<file path="src/rtl/writeback_unit.sv">
// Writeback stage: retires ALU results directly and waits (with timeout) for load data.
// Optional forwarding hold register enabled by the WRITEBACK_FWD_EN macro.
module writeback_unit #(
    parameter int MEM_TIMEOUT = 15
) (
    input  logic        clk,
    input  logic        rst,
    input  logic        in_valid,
    output logic        in_ready,
    input  logic [4:0]  in_rd,
    input  logic [31:0] in_alu,
    input  logic        in_regwrite,
    input  logic        in_memtoreg,
    input  logic [31:0] mem_rdata,
    input  logic        mem_rvalid,
    output logic [4:0]  writeRegister,
    output logic [31:0] writeBack,
    output logic        RegisterWrite,
    output logic        mem_err,
    output logic        fwd_valid,
    output logic [4:0]  fwd_reg,
    output logic [31:0] fwd_data
);

    typedef enum logic [1:0] {
        IDLE     = 2'd0,
        WAIT_MEM = 2'd1,
        WRITE    = 2'd2
    } state_t;

    localparam logic [7:0] TIMEOUT_LAST = 8'(MEM_TIMEOUT - 1);

    // Register 0 is hardwired to zero, so a write to it never reaches the file.
    function automatic logic write_enable(input logic regwrite, input logic [4:0] rd);
        return regwrite && (rd != 5'd0);
    endfunction

    state_t      state_r;
    logic [7:0]  cnt_r;
    logic [4:0]  rd_r;
    logic        regwrite_r;
    logic        in_ready_r;
    logic        reg_write_r;
    logic [4:0]  write_register_r;
    logic [31:0] write_back_r;
    logic        mem_err_r;

    logic        accept_s;
    logic        alu_done_s;
    logic        load_done_s;
    logic        wr_fire_s;
    logic [4:0]  wr_reg_s;
    logic [31:0] wr_data_s;

    // Acceptance is impossible in WAIT_MEM, so an ALU retire and a load completion never coincide.
    assign accept_s    = in_valid && in_ready_r;
    assign alu_done_s  = accept_s && !in_memtoreg;
    assign load_done_s = (state_r == WAIT_MEM) && mem_rvalid;
    assign wr_fire_s   = (alu_done_s && write_enable(in_regwrite, in_rd)) ||
                         (load_done_s && write_enable(regwrite_r, rd_r));
    assign wr_reg_s    = load_done_s ? rd_r : in_rd;
    assign wr_data_s   = load_done_s ? mem_rdata : in_alu;

    // Main FSM with registered handshake, write-port and error outputs.
    always_ff @(posedge clk or negedge rst) begin
        if (!rst) begin
            state_r          <= IDLE;
            cnt_r            <= 8'd0;
            rd_r             <= 5'd0;
            regwrite_r       <= 1'b0;
            in_ready_r       <= 1'b1;
            reg_write_r      <= 1'b0;
            write_register_r <= 5'd0;
            write_back_r     <= 32'd0;
            mem_err_r        <= 1'b0;
        end else begin
            mem_err_r   <= 1'b0;
            reg_write_r <= wr_fire_s;
            case (state_r)
                IDLE, WRITE: begin
                    if (accept_s) begin
                        rd_r       <= in_rd;
                        regwrite_r <= in_regwrite;
                        if (in_memtoreg) begin
                            state_r    <= WAIT_MEM;
                            in_ready_r <= 1'b0;
                            cnt_r      <= 8'd0;
                        end else begin
                            state_r          <= WRITE;
                            in_ready_r       <= 1'b1;
                            write_register_r <= wr_reg_s;
                            write_back_r     <= wr_data_s;
                        end
                    end else begin
                        state_r    <= IDLE;
                        in_ready_r <= 1'b1;
                    end
                end
                WAIT_MEM: begin
                    if (mem_rvalid) begin
                        state_r          <= WRITE;
                        in_ready_r       <= 1'b1;
                        write_register_r <= wr_reg_s;
                        write_back_r     <= wr_data_s;
                    end else if (cnt_r == TIMEOUT_LAST) begin
                        state_r    <= IDLE;
                        in_ready_r <= 1'b1;
                        mem_err_r  <= 1'b1;
                    end else begin
                        cnt_r <= cnt_r + 8'd1;
                    end
                end
                default: begin
                    state_r    <= IDLE;
                    in_ready_r <= 1'b1;
                end
            endcase
        end
    end

    assign in_ready      = in_ready_r;
    assign RegisterWrite = reg_write_r;
    assign writeRegister = write_register_r;
    assign writeBack     = write_back_r;
    assign mem_err       = mem_err_r;

`ifdef WRITEBACK_FWD_EN
    logic        fwd_valid_r;
    logic [4:0]  fwd_reg_r;
    logic [31:0] fwd_data_r;

    // Forwarding entry: loaded together with each real write, held until the next one.
    always_ff @(posedge clk or negedge rst) begin
        if (!rst) begin
            fwd_valid_r <= 1'b0;
            fwd_reg_r   <= 5'd0;
            fwd_data_r  <= 32'd0;
        end else if (wr_fire_s) begin
            fwd_valid_r <= 1'b1;
            fwd_reg_r   <= wr_reg_s;
            fwd_data_r  <= wr_data_s;
        end else begin
            fwd_valid_r <= fwd_valid_r;
            fwd_reg_r   <= fwd_reg_r;
            fwd_data_r  <= fwd_data_r;
        end
    end

    assign fwd_valid = fwd_valid_r;
    assign fwd_reg   = fwd_reg_r;
    assign fwd_data  = fwd_data_r;
`else
    assign fwd_valid = 1'b0;
    assign fwd_reg   = 5'd0;
    assign fwd_data  = 32'd0;
`endif

endmodule

</file>
<file path="config.mk">
export PLATFORM = sky130hd
export DESIGN_NAME = writeback_unit
export DESIGN_NICKNAME = d
export VERILOG_FILES = /design/src/rtl/writeback_unit.sv
export SDC_FILE = /design/constraint.sdc
export NUM_CORES = 1
export LEC_CHECK = 0
export ABC_AREA = 1
export CORE_MARGIN = 5
export CORE_UTILIZATION = 40
export DETAILED_ROUTE_END_ITERATION = 12
export GPL_TIMING_DRIVEN = 0
export PLACE_DENSITY = 0.81
export SLEW_MARGIN = 20
export SYNTH_ARGS = -nofsm -noshare
export SYNTH_HDL_FRONTEND = slang
export SYNTH_SLANG_ARGS = --single-unit
</file>
<file path="constraint.sdc">
create_clock -name clk -period 1.5 [get_ports clk]
set_input_delay 0.3 -clock clk [delete_from_list [all_inputs] [get_ports clk]]
set_output_delay 0.3 -clock clk [all_outputs]
set_load 0.02 [all_outputs]
</file>
==> impl_metrics.py, run 1 <==
metrics = {
    "global_route": {
        "grt_max_degree": 57,
        "overflow": 0,
        "grt_usage_pct": 17.96,
        "grt_pass1_wl_um": 13060,
        "grt_pass1_vias": 2747,
        "antenna_found_initial": 0,
    },
    "timing": {
        "fmax_mhz": 674.0,
        "drv_slew": 0,
        "period_minus_slack_ns": 1.484,
        "slew_headroom_pct": 52.68,
        "hold_viol_final": 0,
        "setup_viol_count_final": 0,
        "fin_crit_sh_pct": 98.92,
        "worstMarginPinSlew_ns": 0.7098,
        "rsz0062_at_grt": "true",
        "fin_ws_ns": 0.01622,
        "skew_ns": 0.006017,
    },
    "die": {
        "dieArea_um2": 9201,
        "rows": 31,
        "die_h_um": 95.92,
        "ioPinCount": 153,
        "core_um2": 7214,
        "initial_core_util_pct": 40.93,
        "die_w_um": 95.92,
    },
    "power_and_ir_drop": {
        "peakVddDrop_uv": 757.5,
        "p_leak_nw": 2.270,
        "p_per_area_nw_per_um2": 1570,
        "power.total_mw": 7.311,
    },
    "drt": {
        "vias": 2923,
        "wl_um": 8772,
        "viasPerCell": 4.603,
        "ant_nets": 0,
        "drc_errors": 0,
        "first_pass_iters": 4,
        "wl_per_cell_um": 13.81,
        "drtIter0Drc": 107,
    },
    "worst_setup_path": {
        "r2r_slack_ns": 0.02,
        "r2r_start": "in_ready$_DFFE_PN1P_",
        "crit_path_start_kind": "register",
        "r2r-end": "writeBack[27]$_DFFE_PN0P_",
        "r2r_cells": 8,
        "worst_setup_path_end_kind": "register",
        "cp_max_fo": 8,
        "worstSetupPathType": "reg -> reg",
        "crit_arrival_ns": 1.71,
        "critPathRequiredTime_ns": 1.72,
    },
    "synth": {
        "synth_area_um2": 2953,
        "synth_cells": 363,
        "muxShareOfSynthArea_pct": 0.3814,
        "avgSynthCellArea_um2": 8.135,
        "synth-seq-cells": 56,
        "seq_area_frac_synth_pct": 47.50,
        "synthAdderAreaFrac_pct": 0.8475,
        "synth_top_area_share_pct": 46.61,
        "synth_xor_area_share_pct": 0.2966,
        "synth_top_family_by_area": "simple AND/OR/NAND/NOR gates",
        "synth_cell_types": 26,
        "synth_compound_area_share_pct": 10.42,
        "synth_simple_gate_area_share_pct": 23.94,
        "synth_area_leader_cell": "dfrtp_1",
        "synth_warnings": 0,
        "synthTopCellsByArea": "dfrtp_1 (47%), nand2_1 (14%), buf_4 (9.9%)",
    },
    "clock_network": {
        "htree_levels": 2,
        "cts_buffers": 5,
        "cts-hold-fix-buffers": 0,
        "clkTransAtPathRegs_ns": 0.10,
        "clock_path_buffers": 2,
        "clk_latency_ns": 0.31,
        "cts_tree": "built",
        "cts_root_buffer": "clkbuf_8",
        "clkSinkCount": 56,
    },
    "outcome": {
        "status": "finished clean",
    },
    "final_layout": {
        "n_antenna_cell": 0,
        "area_growth_pct": 57.71,
        "utilization_pct": 64.55,
        "mostFrequentLayoutCell": "nand2_1",
        "drive_gt1_share_pct": 19.78,
        "fin_cells": 635,
        "mostFrequentLayoutCells": "nand2_1 (105), clkdlybuf4s50_1 (72), dfrtp_1 (55)",
        "fin_nets": 612,
    },
    "job": {
        "cap_violations": 0,
    },
    "placement": {
        "gp_congestion": 0.8318,
        "dp_hpwl_um": 6338,
        "dp_slack_ns": -0.3122,
        "dp.cells": 613,
        "io_buffer_count": 114,
    },
    "worst_hold_path": {
        "hp-class": "in -> async",
    },
}
-- kinds of logic after synthesis --
family	Yosys count
mux	1
xor+xnor	1
simple gates	177
compound gates	51
buf+inv	74
fa+ha+maj	2
flops	56
other cells	1
-- layout make-up --
| type | instances | area [um^2] |
|---|---|---|
| buffer | 55 | 454.2 |
| clock buffer | 7 | 86.33 |
| clock inverter | 1 | 7.507 |
| fill | 623 | 2557 |
| inverter | 19 | 71.32 |
| multi-input combinational | 271 | 1282 |
| sequential | 56 | 1403 |
| tap | 99 | 123.9 |
| timing repair buffer | 127 | 1229 |
-- cell usage after synthesis --
master    number
a21oi_1        6
a31oi_1       36
buf_2          8
buf_4         39
buf_6          7
clkbuf_1       1
conb_1         1
dfrtp_1       55
dfstp_2        1
ha_1           2
inv_1         17
inv_2          2
mux2_2         1
nand2_1      109
nand2_2        3
nand3_1        7
nand4_1        2
nor2_1        50
nor2_4         2
nor3_1         3
o211ai_1       1
o21ai_0        4
o21ai_1        2
o21bai_1       2
or2_1          1
xnor2_1        1
-- stage by stage --
stage            TNS, ns  cell area [um^2]  hold WS [ns]
2_1_floorplan          0              3092      0.004409
3_3_place_gp      -99.09              4357        0.4688
5_1_grt          -0.4334              4657       0.09079
6_report               0              4657       0.04446
3_5_place_dp      -10.86              4354        0.4063
4_1_cts        -0.002163              4503       0.06334
-- routing by layer --
layer,global-route usage (%),vias up,wire length [um]
met5,0,-,0
met4,3.555,0,93
met3,3.987,10,629
met2,32.54,114,4549
met1,21.84,1363,3499
li1,-,1436,-
-- flip-flops by register name, indices dropped and copies added, names as in the netlist --
name           cells
cnt_r              8
RegisterWrite      1
writeBack         32
in_ready           1
rd_r               5
writeRegister      5
mem_err            1
state_r            2
regwrite_r         1
-- critical path: stages (launching register included) --
cell,delay [ns]
dfstp_2,0.56
nand2_2,0.08
nor2_4,0.12
nand2_4,0.07
nand2_4,0.09
buf_12,0.14
buf_8,0.12
nor2_1,0.05
a31oi_1,0.16
-- how the worst max path moves through the flow --
| stage | to | startpoint | cells past startpoint | slack (ns) |
|---|---|---|---|---|
| 2_1_floorplan | writeBack[10]$_DFFE_PN0P_ | in_ready$_DFFE_PN1P_ | 7 | 0.08 |
| 3_3_place_gp | cnt_r[1]$_DFFE_PN0P_ | rst | 1 | -1.59 |
| 3_5_place_dp | writeBack[30]$_DFFE_PN0P_ | in_valid | 8 | -0.31 |
| 4_1_cts | RegisterWrite$_DFF_PN0_ | in_memtoreg | 10 | -0.002 |
| 5_1_grt | writeBack[27]$_DFFE_PN0P_ | in_ready$_DFFE_PN1P_ | 8 | -0.06 |
| 6_report | writeBack[27]$_DFFE_PN0P_ | in_ready$_DFFE_PN1P_ | 8 | 0.02 |
-- repair_timing --
item / in CTS / in global routing
pin swaps: 3 / 3
gates resized for setup: 52 / 32
setup endpoints to repair: 70 / 46
buffers inserted: 8 / 2
cloned: 2 / 3
-- where the power goes --
| part | leakage [nW] | switching (mW) | total, mW | internal (mW) |
|---|---|---|---|---|
| registers | 0.653 | 0.367 | 2.52 | 2.15 |
| logic | 1.57 | 2.23 | 3.91 | 1.68 |
| clock network | 0.0445 | 0.497 | 0.874 | 0.377 |
Note: power is estimated with default switching activity, not from simulation.
==> run 2: changes to the inputs <==
--- a/config.mk
+++ b/config.mk
@@ -6,11 +6,11 @@
 export NUM_CORES = 1
 export LEC_CHECK = 0
 export ABC_AREA = 1
+export CAP_MARGIN = 40
 export CORE_MARGIN = 5
-export CORE_UTILIZATION = 40
+export CORE_UTILIZATION = 23
 export DETAILED_ROUTE_END_ITERATION = 12
 export GPL_TIMING_DRIVEN = 0
-export PLACE_DENSITY = 0.81
 export SLEW_MARGIN = 20
 export SYNTH_ARGS = -nofsm -noshare
 export SYNTH_HDL_FRONTEND = slang
==> run 2 against run 1 <==
The flow now finishes with violations (setup timing). Non-clock buffer count is 5 higher. Clock skew decreased by 0.00095 ns. Maximum frequency down 3.2%.
==> impl_metrics.py, run 2 (same netlist as run 1, synthesis figures left out) <==
metrics = {
    "timing": {
        "period_minus_slack_ns": 1.533,
        "rsz0062_at_grt": "true",
        "fin_crit_sh_pct": 102.2,
        "setup_tns_ns": -0.03321,
        "fin_hold_ws_ns": 0.4508,
        "fmax_mhz": 652.2,
        "skew_ns": 0.005070,
        "fin_ws_ns": -0.03321,
        "setup_viol_count_final": 1,
        "hold_viol_final": 0,
        "drv_slew": 0,
    },
    "clock_network": {
        "htree_levels": 2,
        "clkTransAtPathRegs_ns": 0.07,
        "clkSinkCount": 56,
        "cts_tree": "built",
        "cts_buffers": 5,
        "cts_root_buffer": "clkbuf_16",
        "clk_latency_ns": 0.29,
        "clock_path_buffers": 2,
    },
    "global_route": {
        "overflow": 0,
        "grt_usage_pct": 11.75,
        "grt_max_degree": 34,
        "grt_pass1_vias": 2919,
        "grt_pass1_wl_um": 14350,
        "antenna_found_initial": 0,
    },
    "drt": {
        "first_pass_iters": 4,
        "vias": 2861,
        "ant_nets": 0,
        "viasPerCell": 4.018,
        "wl_per_cell_um": 13.11,
        "drtIter0Drc": 116,
        "drc_errors": 0,
        "wl_um": 9336,
    },
    "die": {
        "initial_core_util_pct": 23.40,
        "ioPinCount": 153,
        "rows": 41,
        "die_h_um": 123.3,
        "die_w_um": 123.3,
        "core_um2": 12620,
        "dieArea_um2": 15200,
    },
    "power_and_ir_drop": {
        "peakVddDrop_uv": 499.8,
        "p_clk_share_pct": 14.9,
        "power.switching_mw": 3.246,
        "intPower_mw": 4.754,
        "p_leak_nw": 2.340,
        "p_per_area_nw_per_um2": 1605,
        "seq_power_share_pct": 32.0,
        "comb_power_share_pct": 53.1,
        "power.total_mw": 8.000,
        "sw_frac_of_total_pct": 40.58,
    },
    "placement": {
        "dp_hpwl_um": 6953,
        "gp_congestion": 0.7799,
        "io_buffer_count": 114,
        "dp_slack_ns": -0.3656,
    },
    "worst_setup_path": {
        "crit_path_start_kind": "primary input",
        "critPathRequiredTime_ns": 1.67,
        "worstSetupPathType": "in -> reg",
        "worst_setup_path_end_kind": "register",
        "crit_arrival_ns": 1.71,
        "r2r_cells": 9,
        "cp_max_fo": 2,
    },
    "final_layout": {
        "largest_register_ffs": 32,
        "mostFrequentLayoutCell": "nand2_1",
        "mostFrequentLayoutCells": "nand2_1 (107), clkdlybuf4s50_1 (72), dfrtp_1 (55)",
        "n_antenna_cell": 0,
        "fin_nets": 616,
        "utilization_pct": 39.50,
        "drive_gt1_share_pct": 21.48,
        "area_growth_pct": 68.81,
    },
    "outcome": {
        "violations": "setup timing",
        "status": "finished, violations left",
    },
    "job": {
        "cap_violations": 0,
    },
    "worst_hold_path": {
        "hp-class": "in -> async",
    },
}
==> run 2: path summary, 6_finish.rpt <==
check | slack [ns] | startpoint | endpoint
setup / recovery | -0.03 | in_valid | RegisterWrite$_DFF_PN0_
hold reg to reg | 0.52 | rd_r[3]$_DFFE_PN0P_ | rd_r[3]$_DFFE_PN0P_
hold / removal | 0.45 | rst | writeBack[11]$_DFFE_PN0P_
min in group clk | 0.52 | rd_r[3]$_DFFE_PN0P_ | rd_r[3]$_DFFE_PN0P_
setup reg to reg | 0 | in_ready$_DFFE_PN1P_ | writeRegister[0]$_DFFE_PN0P_
max in group asynchronous | 0.55 | rst | rd_r[0]$_DFFE_PN0P_
==> run 2: worst max-delay path: stages <==
cell             delay (ns)
clkdlybuf4s50_1        0.45
nand2_4                0.10
nor2_4                 0.04
buf_4                  0.12
buf_4                  0.12
buf_4                  0.11
buf_4                  0.12
buf_4                  0.12
buf_4                  0.12
nand3_1                0.07
nand2_1                0.05
==> run 2: layout make-up <==
type	instances	area, um^2
fillers	1339	7635
clock buffers	8	146.4
repair buffers	133	1336
plain buffers	54	459.2
well taps	172	215.2
inverters	19	71.32
flip-flops and latches	56	1403
multi-input cells	270	1354
==> run 2: per-layer routing <==
layer  routed length (um)  up-vias  GRT usage [%]
met4                   33        0          1.869
met2                 4658       98          21.34
met3                  626        4          2.836
met1                 4018     1323          14.31
met5                    0        -              0
li1                     -     1436              -
==> run 2: metrics by stage <==
stage	instances	area, um^2
final	712	4985
after global routing	712	4985
after CTS	711	4817
after detailed placement	687	4466
after global placement	686	4448
after floorplan	400	3092
==> run 2: power by group through the flow <==
stage	clock (mW)	sequential [mW]	combinational, mW
2_1_floorplan	0	3.15	1.52
3_3_place_gp	0	2.53	3.82
3_5_place_dp	0	2.55	3.88
4_1_cts	1.24	2.51	3.98
5_1_grt	1.28	2.66	4.61
6_report	1.19	2.56	4.25
==> run 2: what timing repair did <==
action / 4_1_cts / 5_1_grt
hold buffers: 1 / 0
gates cloned: 2 / 2
setup endpoints to repair: 78 / 50
hold endpoints to repair: 22 / 0
setup buffers: 13 / 0
gates resized for setup: 71 / 31
pin swaps: 3 / 4
==> run 3: changes to the inputs <==
--- a/config.mk
+++ b/config.mk
@@ -11,7 +11,6 @@
 export CORE_UTILIZATION = 23
 export DETAILED_ROUTE_END_ITERATION = 12
 export GPL_TIMING_DRIVEN = 0
-export SLEW_MARGIN = 20
 export SYNTH_ARGS = -nofsm -noshare
 export SYNTH_HDL_FRONTEND = slang
 export SYNTH_SLANG_ARGS = --single-unit
==> run 3 against run 2 <==
The run now ends clean. Sequential share of layout area is 0.69 points higher. Non-clock buffer count is 5 lower. Setup slack better by 0.059 ns. Hold slack worse by 0.45 ns. Design area is 2.4% lower. Clock skew is 0.00091 ns lower. Utilization is 0.95 points lower. Cell count is 0.56% lower. Critical endpoint is now writeBack[17]$_DFFE_PN0P_.
==> impl_metrics.py, run 3 (same netlist as run 1, synthesis figures left out) <==
metrics = {
    "die": {
        "ioPinCount": 153,
        "die_h_um": 123.3,
        "die_w_um": 123.3,
        "rows": 41,
        "core_um2": 12620,
        "initial_core_util_pct": 23.40,
        "dieArea_um2": 15200,
    },
    "timing": {
        "fin_crit_sh_pct": 98.31,
        "setup_tns_ns": 0,
        "hold_viol_final": 0,
        "rsz0062_at_grt": "true",
        "fmax_mhz": 678.1,
        "worstMarginPinSlew_ns": 0.5907,
        "setup_viol_count_final": 0,
        "period_minus_slack_ns": 1.475,
        "slew_headroom_pct": 60.62,
        "drv_slew": 0,
        "fin_hold_ws_ns": 0.005733,
        "fin_ws_ns": 0.02531,
        "skew_ns": 0.004163,
    },
    "worst_setup_path": {
        "crit_arrival_ns": 1.68,
        "crit_path_start_kind": "register",
        "cpMaxStageDelayCell": "dfstp_2",
        "worstSetupPathType": "reg -> reg",
        "critPathRequiredTime_ns": 1.71,
        "cp_max_fo": 8,
        "critPathMostFrequentCell": "nand2_4",
        "worst_setup_path_end_kind": "register",
        "cp_cell_sequence": "nand2_4 -> nor2_4 -> nand2_2 -> nand2_4 -> buf_12 -> clkbuf_16 -> nor2_1 -> a31oi_1",
        "path_buf_inv": 2,
        "slowest_delay_ns": 0.57,
        "cp_top_family": "flip-flops",
        "r2r_start": "in_ready$_DFFE_PN1P_",
        "crit_path_start": "in_ready$_DFFE_PN1P_",
    },
    "final_layout": {
        "mostFrequentLayoutCells": "nand2_1 (106), clkdlybuf4s50_1 (71), dfrtp_1 (55)",
        "drive_gt1_share_pct": 19.96,
        "fin_cells": 708,
        "fin_nets": 612,
        "area_growth_pct": 64.75,
        "mostFrequentLayoutCell": "nand2_1",
        "n_antenna_cell": 0,
        "largest_register_ffs": 32,
        "design_area_um2": 4865,
    },
    "drt": {
        "drtIter0Drc": 115,
        "drc_errors": 0,
        "first_pass_iters": 4,
        "vias": 2823,
        "wl_um": 9273,
        "ant_nets": 0,
        "viasPerCell": 3.987,
        "wl_per_cell_um": 13.10,
    },
    "placement": {
        "dp.cells": 687,
        "dp_hpwl_um": 6962,
        "io_buffer_count": 114,
        "dp_slack_ns": -0.3573,
        "gp_congestion": 0.7799,
        "placed_area_um2": 4463,
    },
    "power_and_ir_drop": {
        "comb_power_share_pct": 51.6,
        "seq_power_share_pct": 32.9,
        "sw_frac_of_total_pct": 40.68,
        "power.switching_mw": 3.146,
        "peakVddDrop_uv": 412.4,
        "intPower_mw": 4.587,
        "p_per_area_nw_per_um2": 1590,
        "p_clk_share_pct": 15.5,
        "p_leak_nw": 2.309,
    },
    "clock_network": {
        "clk_latency_ns": 0.29,
        "cts_root_buffer": "clkbuf_16",
        "clock_path_buffers": 2,
        "clkSinkCount": 56,
        "htree_levels": 2,
        "cts_tree": "built",
        "clkTransAtPathRegs_ns": 0.07,
        "cts_buffers": 5,
    },
    "job": {
        "cap_violations": 0,
    },
    "worst_hold_path": {
        "hp-class": "in -> async",
    },
    "global_route": {
        "grt_pass1_wl_um": 14110,
        "antenna_found_initial": 0,
        "grt_usage_pct": 11.63,
        "grt_max_degree": 34,
        "overflow": 0,
        "grt_pass1_vias": 2906,
    },
    "outcome": {
        "status": "finished clean",
    },
}
==> run 3: timing repair <==
action / CTS / global route
endpoints found under the setup margin: 77 / 47
resized for setup: 58 / 30
setup buffers: 8 / 0
cloned: 1 / 4
hold buffers: 0 / 0
pin swaps: 2 / 3
==> run 3: routing by layer <==
layer  track usage [%]  part of all wire [%]  up-vias
met5                 0                     0        -
met4             2.076                  0.67        0
met3             2.928                   6.6        8
met2             20.83                    49       90
met1             14.23                    44     1290
li1                  -                     -     1435
==> run 3: final timing paths <==
| path | end | slack, ns | depth (start not counted) |
|---|---|---|---|
| max in group asynchronous | writeBack[26]$_DFFE_PN0P_ | 0.89 | 2 |
| min | writeBack[13]$_DFFE_PN0P_ | 0.006 | 1 |
| max reg2reg | writeBack[17]$_DFFE_PN0P_ | 0.03 | 8 |
| max | writeBack[17]$_DFFE_PN0P_ | 0.03 | 8 |
| min reg2reg | in_ready$_DFFE_PN1P_ | 0.50 | 2 |
| min in group clk | in_ready$_DFFE_PN1P_ | 0.50 | 2 |
==> run 3: area by class of cell <==
cell class	count	area [um^2]
fill	1325	7755
tap	172	215.2
clock buffer	8	146.4
sequential	56	1403
timing repair buffer	127	1267
multi-input combinational	271	1301
inverter	19	71.32
buffer	55	460.4
==> run 3: per-stage QoR <==
step	utilization [%]	total power, mW
after floorplan	-	4.667
after global placement	35.25	6.345
after detailed placement	35.37	6.429
after CTS	37.19	7.473
after global routing	38.55	8.271
final	38.55	7.733
==> run 3: power groups by stage <==
stage	Clock (mW)	Combinational, mW	Sequential (mW)
3_3_place_gp	0	3.82	2.53
4_1_cts	1.24	3.72	2.51
2_1_floorplan	0	1.52	3.15
3_5_place_dp	0	3.87	2.55
6_report	1.20	3.99	2.54
5_1_grt	1.28	4.35	2.64
